## src/rtl/ins_encoder_loader.sv

```systemverilog
// rtl/ins_encoder_loader.sv - MIPS instruction encoder with FIFO-buffered IMEM write loader
//
// Packs decoded instruction fields into 32-bit MIPS words, queues them in a
// DEPTH-entry FIFO and writes them to instruction memory at consecutive word
// addresses starting at BASE_ADDR.
//
// Optional build macro: INS_ENC_CHECK_EN
//   When defined, the encoder also rejects the following tuples (dropped, err set):
//   - R-format with a non-zero op
//   - I-format with op outside {4,5,8..15,35,43}
//   - J-format with op outside {2,3}
//   - JR (func=8) with non-zero rd/rt/shamt
//   When undefined, only fmt=3 is rejected.
//
// Ports:
//   CLK, RST         clock, synchronous active-low reset
//   in_valid/ready   field-tuple handshake
//   fmt, op, rs, rt, rd, shamt, func, imm16, target26   decoded fields
//   flush            stop accepting, drain FIFO, pulse done
//   addr_clr         reload write address to BASE_ADDR (IDLE/RUN, FIFO empty)
//   im_we/im_ready   IMEM write handshake
//   im_addr/im_wdata IMEM write address / data
//   wr_count         saturating count of words written
//   done             one-cycle pulse at end of drain
//   err              sticky illegal-tuple flag
module ins_encoder_loader #(
    parameter int                DEPTH     = 4,
    parameter int                ADDR_W    = 32,
    parameter logic [ADDR_W-1:0] BASE_ADDR = '0
) (
    input  logic              CLK,
    input  logic              RST,
    input  logic              in_valid,
    output logic              in_ready,
    input  logic [1:0]        fmt,
    input  logic [5:0]        op,
    input  logic [4:0]        rs,
    input  logic [4:0]        rt,
    input  logic [4:0]        rd,
    input  logic [4:0]        shamt,
    input  logic [5:0]        func,
    input  logic [15:0]       imm16,
    input  logic [25:0]       target26,
    input  logic              flush,
    input  logic              addr_clr,
    output logic              im_we,
    input  logic              im_ready,
    output logic [ADDR_W-1:0] im_addr,
    output logic [31:0]       im_wdata,
    output logic [15:0]       wr_count,
    output logic              done,
    output logic              err
);

    localparam int PTR_W = $clog2(DEPTH);

    typedef enum logic [1:0] {
        S_IDLE  = 2'd0,
        S_RUN   = 2'd1,
        S_DRAIN = 2'd2,
        S_DONE  = 2'd3
    } state_t;

    state_t            r_state;
    logic [31:0]       r_mem [DEPTH];
    logic [PTR_W:0]    r_wr_ptr;
    logic [PTR_W:0]    r_rd_ptr;
    logic [ADDR_W-1:0] r_addr;
    logic [31:0]       r_hold;
    logic [15:0]       r_wr_count;
    logic              r_done;
    logic              r_err;

    logic              w_empty;
    logic              w_full;
    logic              w_accepting;
    logic              w_push;
    logic              w_pop;
    logic              w_legal;
    logic [31:0]       w_enc;
    logic [31:0]       w_head;

    // Extra pointer MSB distinguishes full from empty when the index bits match.
    assign w_empty     = (r_wr_ptr == r_rd_ptr);
    assign w_full      = (r_wr_ptr[PTR_W] != r_rd_ptr[PTR_W]) &&
                         (r_wr_ptr[PTR_W-1:0] == r_rd_ptr[PTR_W-1:0]);
    assign w_accepting = (r_state == S_IDLE) || (r_state == S_RUN);
    assign w_head      = r_mem[r_rd_ptr[PTR_W-1:0]];

    assign in_ready = !w_full && w_accepting;
    assign w_push   = in_valid && in_ready;
    assign w_pop    = !w_empty && im_ready;

    assign im_we    = !w_empty;
    // When empty, present the last word written so im_wdata holds steady.
    assign im_wdata = w_empty ? r_hold : w_head;
    assign im_addr  = r_addr;
    assign wr_count = r_wr_count;
    assign done     = r_done;
    assign err      = r_err;

    always_comb begin
        w_enc = 32'd0;
        case (fmt)
            2'd0:    w_enc = {6'd0, rs, rt, rd, shamt, func};
            2'd1:    w_enc = {op, rs, rt, imm16};
            2'd2:    w_enc = {op, target26};
            default: w_enc = 32'd0;
        endcase
    end

`ifdef INS_ENC_CHECK_EN
    always_comb begin
        w_legal = 1'b0;
        case (fmt)
            2'd0: w_legal = (op == 6'd0) &&
                            !((func == 6'd8) && ((rd != 5'd0) || (rt != 5'd0) || (shamt != 5'd0)));
            2'd1: w_legal = (op == 6'd4) || (op == 6'd5) ||
                            ((op >= 6'd8) && (op <= 6'd15)) ||
                            (op == 6'd35) || (op == 6'd43);
            2'd2: w_legal = (op == 6'd2) || (op == 6'd3);
            default: w_legal = 1'b0;
        endcase
    end
`else
    assign w_legal = (fmt != 2'd3);
`endif

    // Storage needs no reset: only slots between the pointers are ever read.
    always_ff @(posedge CLK) begin
        if (w_push && w_legal) begin
            r_mem[r_wr_ptr[PTR_W-1:0]] <= w_enc;
        end
    end

    always_ff @(posedge CLK) begin
        if (!RST) begin
            r_state    <= S_IDLE;
            r_wr_ptr   <= '0;
            r_rd_ptr   <= '0;
            r_addr     <= BASE_ADDR;
            r_hold     <= 32'd0;
            r_wr_count <= 16'd0;
            r_done     <= 1'b0;
            r_err      <= 1'b0;
        end else begin
            r_done <= 1'b0;

            // Illegal tuples complete the handshake but never enter the FIFO.
            if (w_push) begin
                if (w_legal) begin
                    r_wr_ptr <= r_wr_ptr + 1'b1;
                end else begin
                    r_err <= 1'b1;
                end
            end

            // A pop implies non-empty, so it can never collide with addr_clr.
            if (w_pop) begin
                r_rd_ptr <= r_rd_ptr + 1'b1;
                r_addr   <= r_addr + ADDR_W'(4);
                r_hold   <= w_head;
                if (r_wr_count != 16'hFFFF) begin
                    r_wr_count <= r_wr_count + 16'd1;
                end
            end else if (addr_clr && w_accepting && w_empty) begin
                r_addr <= BASE_ADDR;
            end

            case (r_state)
                S_IDLE: begin
                    if (flush) begin
                        r_state <= S_DRAIN;
                    end else if (w_push) begin
                        r_state <= S_RUN;
                    end
                end
                S_RUN: begin
                    if (flush) begin
                        r_state <= S_DRAIN;
                    end
                end
                S_DRAIN: begin
                    if (w_empty) begin
                        r_state <= S_DONE;
                        r_done  <= 1'b1;
                    end
                end
                default: begin
                    r_state <= S_IDLE;
                end
            endcase
        end
    end

endmodule

```

## config.mk

```make
export PLATFORM = sky130hd
export DESIGN_NAME = ins_encoder_loader
export DESIGN_NICKNAME = d
export VERILOG_FILES = /design/src/rtl/ins_encoder_loader.sv
export SDC_FILE = /design/constraint.sdc
export NUM_CORES = 1
export LEC_CHECK = 0
export CORE_MARGIN = 8
export CORE_UTILIZATION = 35
export CTS_CLUSTER_SIZE = 10
export DETAILED_ROUTE_END_ITERATION = 16
export MAX_ROUTING_LAYER = met4
export PLACE_DENSITY = 0.58
export SYNTH_ARGS = -nofsm -noshare
export SYNTH_HDL_FRONTEND = slang
export SYNTH_SLANG_ARGS = --single-unit
```

## constraint.sdc

```tcl
create_clock -name CLK -period 2.8 [get_ports CLK]
set_clock_uncertainty 0.1 [all_clocks]
set_input_delay 0.42 -clock CLK [delete_from_list [all_inputs] [get_ports CLK]]
set_output_delay 0.42 -clock CLK [all_outputs]
set_load 0.1 [all_outputs]
```

==> out/results.ini, run 1 <==
[outcome]
status=complete, no violations

[placement]
dp.cells=1269
gp_congestion=0.781
dpl.hpwl_mm=16.5
dp_slack_ns=0.328
io_buffers=163

[route]
firstDrtPassIters=5
via_per_inst=5.07
drc=0
drtAntennaViolNets=0
wl_per_cell_um=18.6
num_vias=6667
drt-initial-drc-count=474
wirelength_mm=24.5

[global_route]
grt_max_degree=40
grt_pass1_wl_mm=38.0
overflow=0
grt_pass1_vias=6778
track_usage=0.148
antenna_found_initial=0

[finish]
syn_to_final_growth_pct=34.6
finalNetCount=1050
drive_above_1_share=0.243
antennaDiodeCount=0
fill_cells=2434
instances_no_fill=1316

[floorplanning]
ioPinCount=166
rows=60
start_util=0.355
die_w_um=181
dieArea_um2=32800
die_h_um=181
coreArea_um2=26900

[pwr]
p_leak_nw=4.56
powerDensity_nw_per_um2=1200
total_power_w=0.0154
ir_drop_mv=0.986
switching_share=0.434
seq_power_share=0.260
p_clk_frac=0.198
p_switching_w=0.00668
p_int_w=0.00870
pwr-share-comb=0.542

[yosys]
synth_area_leaders=edfxtp_1, dfxtp_1, mux4_2, nand2_1, mux2_2
ys_async_sr_fraction=0
ys_warn_count=0
syn_inst=774
netlist.area_leader.share=0.403
synth_ff_type=edfxtp_1
syn_area_um2=9540
synth.ff_latch_count=218
ys_top_cells_by_count=edfxtp_1, nand2_1, dfxtp_1
synth_edf_count=128
yosysSeqAreaShare=0.592
synth_most_common_cell=edfxtp_1
netlist-cell-type-count=55
avgSynthCellArea_um2=12.3
synth.largest_area_cell=edfxtp_1

[clock_tree]
cts.sinks=218
clk_pin_slew_worst_paths_ns=0.06
cts_setup_buffers=0
cts-root-buf=clkbuf_16
tritoncts=done
hold_buffers=0
numCtsBuffers=26
clock_latency_ns=0.54
cts_max_path_buffers=3
htree_levels=1

[timing]
setup-tns-final_ns=0
tightest_slew_ns=0.804
slew_headroom=0.463
post-route-min-period_ns=2.75
slew_violations=0
whs_ns=0.351
worst_slack_ns=0.0548
fmax_mhz=364
setup_viol=0
period_share=0.980
hold_violations=0
rsz0062_at_grt=no

[worst_setup_path]
worstPathMaxFanout=21
cp.depth=5
timing.rr.end=r_mem[0][26]$_DFFE_PP_
arrival_ns=2.23
max_stage_delay_ns=0.43
timing.critical_path.buf_inv=2
required_ns=2.28
crit_start=r_rd_ptr[1]$_SDFFE_PN0P_
r2r_setup_slack_ns=0.42
ff2ff_path_depth=7
path_common_cell=buf_12
cp-start-kind=register
crit_path_top_delay_cell=or3_4
end_kind=output pin
crit_path_end=im_wdata[19]
crit_family=simple AND/OR/NAND/NOR gates
crit_chain=xor2_2 > or3_4 > buf_12 > mux2_4 > buf_12
critical_path_class=register to output pin
reg2reg_from=r_state[1]$_SDFFE_PN0P_

[hold_path]
min_path_cells=2
hp-start=r_hold[24]$_SDFFE_PN0P_
min_path_type=register to register

[flow_run]
cap_violations=0

==> worst register-to-register path, stage by stage (launching register included) <==
cell and delay (ns):
dfxtp_1 0.34, inv_1 0.13, ha_1 0.26, nor2_1 0.10, a31oi_4 0.21, and3_1 0.36, and2_2 0.35, buf_4 0.23
==> power groups by stage <==
stage	clock, W	combinational [W]	sequential (W)
final	0.00305	0.00833	0.00400
after global routing	0.00325	0.00867	0.00404
after CTS	0.00314	0.00840	0.00400
after detailed placement	0	0.00820	0.00406
after global placement	0	0.00817	0.00405
after floorplan	0	0.00523	0.00416
==> through the flow <==
step,area [um2],util
after floorplan,9570,-
final,12900,0.478
after detailed placement,12000,0.446
after global placement,12000,0.446
after global routing,12900,0.478
after CTS,12800,0.477
==> state kept, by name, indices dropped and copies added (netlist names), named ones only <==
| signal | cells |
|---|---|
| r_mem | 128 |
| r_wr_ptr | 3 |
| im_addr | 30 |
| wr_count | 16 |
| r_state | 2 |
| err | 1 |
| r_hold | 32 |
| r_rd_ptr | 3 |
| done | 1 |
==> area by class of cell <==
cell class                 instances  area (um2)  area share
clock buffer                      44         738      0.0574
clock inverter                     2        35.0     0.00273
inverter                          27         101     0.00789
multi-input combinational        489        3670       0.286
sequential                       218        5650       0.440
tap                              341         427      0.0332
timing repair buffer             195        2230       0.173
==> metal layers <==
metal  GRT usage  share of wire  vias up
li1            -              -     3214
met1       0.186           0.44     3212
met2       0.240           0.48      203
met3      0.0315          0.055       38
met4      0.0403          0.023        0
met5           -              0        -
==> worst min-delay path by stage <==
stage | to | slack [ns]
floorplan | r_hold[0]$_SDFFE_PN0P_ | 0.33
global placement | r_hold[11]$_SDFFE_PN0P_ | 0.34
detailed placement | r_hold[11]$_SDFFE_PN0P_ | 0.35
CTS | r_hold[12]$_SDFFE_PN0P_ | 0.35
global route | r_hold[11]$_SDFFE_PN0P_ | 0.37
finish | r_hold[24]$_SDFFE_PN0P_ | 0.35
==> cell usage in the layout, fill, tap and decap left out, types with 3 or more instances in the layout <==
cell type | Yosys | final
ha_1 | 11 | 11
o211ai_1 | 5 | 5
mux2_2 | 33 | 24
xnor2_1 | 19 | 19
clkbuf_1 | 19 | 16
nor3_1 | 8 | 8
and2_2 | 0 | 4
xor2_2 | 3 | 3
mux2i_1 | 20 | 20
mux4_2 | 32 | 32
dfxtp_2 | 0 | 4
clkdlybuf4s50_1 | 0 | 81
o21ai_0 | 39 | 39
nand3_1 | 24 | 24
xor2_1 | 5 | 5
nor4_1 | 7 | 7
a21oi_1 | 39 | 39
nand2b_1 | 3 | 3
nor3b_1 | 3 | 3
o31ai_1 | 14 | 14
dfxtp_1 | 90 | 86
inv_1 | 26 | 26
buf_12 | 0 | 43
edfxtp_1 | 128 | 128
and2_1 | 13 | 9
buf_4 | 3 | 69
mux2_4 | 0 | 9
or4_1 | 3 | 3
nand4_1 | 16 | 16
nand2_1 | 117 | 117
nor2_1 | 38 | 38
clkbuf_16 | 0 | 27
and4_1 | 3 | 3
o211ai_2 | 3 | 3
==> cell families after synthesis <==
| logic type | synth area share |
|---|---|
| xor gates and xnor gates | 0.0271 |
| other | 0.000393 |
| and+or+nand+nor | 0.122 |
| muxes | 0.135 |
| buffers and inverters | 0.0316 |
| DFF | 0.592 |
| adders and majority gates | 0.0144 |
| AOI/OAI and AO/OA | 0.0775 |
==> timing repair <==
| item | in CTS | in global routing |
|---|---|---|
| endpoints found under the setup margin | 32 | 26 |
| resized for setup | 17 | 0 |
| gates cloned | 0 | 1 |
(Power assumes the default switching activity.)
==> inputs of run 2 (changes only) <==
Settings changed: CORE_MARGIN 8 to 2, HOLD_SLACK_MARGIN from default to 0.02, SLEW_MARGIN from default to 20.
==> out/results.ini, run 2 (same netlist as run 1, synthesis figures left out) <==
[outcome]
status=complete, no violations

[route]
num_vias=6597  ; -1.0%
drtAntennaViolNets=0  ; unchanged
wirelength_mm=22.9  ; -6.4%
via_per_inst=5.00  ; -1.3%
drt-initial-drc-count=451  ; -4.9%
wl_per_cell_um=17.4  ; -6.6%
drc=0  ; unchanged
firstDrtPassIters=5  ; unchanged

[clock_tree]
cts.sinks=218  ; unchanged
clk_pin_slew_worst_paths_ns=0.06  ; about the same
cts_setup_buffers=0  ; unchanged
tritoncts=done
clock_latency_ns=0.54  ; about the same
cts_max_path_buffers=3  ; unchanged
numCtsBuffers=26  ; unchanged
htree_levels=1  ; unchanged
cts-root-buf=clkbuf_16

[pwr]
total_power_w=0.0154  ; about the same
switching_share=0.432  ; -0.00198
seq_power_share=0.261  ; about the same
p_leak_nw=4.55  ; -0.26%
p_clk_frac=0.199  ; about the same
p_int_w=0.00873  ; +0.27%
powerDensity_nw_per_um2=1200  ; +0.41%
p_switching_w=0.00664  ; -0.53%
pwr-share-comb=0.540  ; -0.002
ir_drop_mv=1.50  ; +52%

[placement]
dpl.hpwl_mm=15.9  ; -3.5%
io_buffers=163  ; unchanged
dp.cells=1273  ; +0.32%
gp_congestion=0.795  ; +1.8%
dp_slack_ns=0.426  ; +0.0981 ns

[floorplanning]
ioPinCount=166  ; unchanged
die_w_um=169  ; -6.6%
start_util=0.355  ; unchanged
coreArea_um2=26900  ; unchanged
die_h_um=169  ; -6.6%
dieArea_um2=28600  ; -13%
rows=60  ; unchanged

[global_route]
grt_pass1_vias=6591  ; -2.8%
overflow=0  ; unchanged
met3_usage=0.0278  ; -0.00374
antenna_found_initial=0  ; unchanged
busiest_layer=met2
grt_pass1_wl_mm=36.7  ; -3.4%
met2_usage=0.262  ; +0.0228
track_usage=0.167  ; +0.0193
grt_max_degree=40  ; unchanged
gr-usage-met1=0.230  ; +0.0434

[worst_setup_path]
required_ns=2.28  ; about the same
cp-start-kind=register
ff2ff_path_depth=7  ; unchanged
max_stage_delay_ns=0.47  ; +0.04 ns
crit_path_top_delay_cell=or3_4
r2r_setup_slack_ns=0.51  ; +0.09 ns
crit_start=r_wr_ptr[1]$_SDFFE_PN0N_
reg2reg_from=r_state[1]$_SDFFE_PN0P_
critical_path_class=register to output pin
timing.rr.end=r_mem[3][26]$_DFFE_PP_
arrival_ns=2.21  ; -0.02 ns
crit_chain=xor2_2 > or3_4 > buf_8 > mux2_2 > buf_12
end_kind=output pin
worstPathMaxFanout=14  ; -33%

[timing]
slew_headroom=0.512  ; +0.0491
fmax_mhz=366  ; +0.59%
worst_slack_ns=0.0708  ; +0.0160 ns
hold_violations=0  ; unchanged
rsz0062_at_grt=no
slew_violations=0  ; unchanged
post-route-min-period_ns=2.73  ; -0.0160 ns
period_share=0.975  ; -0.00570
setup_viol=0  ; unchanged
setup-tns-final_ns=0  ; unchanged
tightest_slew_ns=0.731  ; -0.0736 ns

[hold_path]
min_path_type=input port to register
hold_path_end=err$_SDFFE_PN0P_
min_path_cells=3  ; +1
hp-start=fmt[1]

[finish]
final_common_cell=edfxtp_1
instances_no_fill=1319  ; +0.23%
multiInputGateArea_um2=3640  ; -0.92%
finalNetCount=1054  ; +0.38%
seq_area_um2=5660  ; about the same
largest_register_ffs=128  ; unchanged
antennaDiodeCount=0  ; unchanged
syn_to_final_growth_pct=34.0
final_cell_mix=edfxtp_1, nand2_1, dfxtp_1
fill_cells=2388  ; -1.9%
drive_above_1_share=0.251  ; +0.00743

[flow_run]
cap_violations=0  ; unchanged

run 2: changes by cell type in the layout (fill, tap and decap cells not counted), sizes merged:
cell           delta
buf               +6
clkbuf            -2
clkdlybuf4s50     -1
run 2: final cells by class:
type | count | area share
clock buffers | 43 | 0.0582
well taps | 341 | 0.0334
clock inverters | 2 | 0.00274
multi-input cells | 489 | 0.284
flip-flops and latches | 218 | 0.442
inverters | 27 | 0.00792
repair buffers | 199 | 0.171
run 2: how the worst max path moves through the flow:
stage | endpoint | slack (ns)
final | im_wdata[12] | 0.07
after floorplan | r_mem[3][0]$_DFFE_PP_ | -0.03
after global placement | im_wdata[28] | 0.45
after global routing | im_wdata[13] | 0.01
after CTS | im_wdata[2] | 0.01
after detailed placement | im_wdata[26] | 0.43
run 2: worst max-delay path, delay by kind of cell (launching register included):
kind | cells | cell delay, ns
mux | 1 | 0.31
flops | 1 | 0.36
xor+xnor | 1 | 0.15
buf+inv | 2 | 0.36
simple gates | 1 | 0.47
run 2: per-layer routing:
metal,wire (um),part of all wire,vias to the layer above
met5,0,0,-
met4,382,0.017,0
met3,1170,0.051,27
met2,10700,0.47,183
met1,10700,0.46,3166
li1,-,-,3221
run 2: repair_timing:
item / CTS / global route
gates resized for setup: 10 / 4
cloned: 1 / 0
pin swaps: 1 / 1
endpoints found under the setup margin: 32 / 17
hold buffers: 0 / 0
run 2: metrics by stage:
| stage | hold slack (ns) | area (um2) | util |
|---|---|---|---|
| 2_1_floorplan | 0.334 | 9570 | - |
| 3_3_place_gp | 0.341 | 11900 | 0.444 |
| 3_5_place_dp | 0.345 | 11900 | 0.444 |
| 4_1_cts | 0.285 | 12800 | 0.475 |
| 5_1_grt | 0.329 | 12800 | 0.476 |
| 6_report | 0.300 | 12800 | 0.476 |
run 2: power groups by stage:
stage	combinational (W)	sequential [W]	clock (W)
floorplan	0.00523	0.00416	0
global placement	0.00812	0.00407	0
detailed placement	0.00814	0.00407	0
CTS	0.00838	0.00401	0.00315
global route	0.00864	0.00406	0.00327
finish	0.00830	0.00401	0.00306
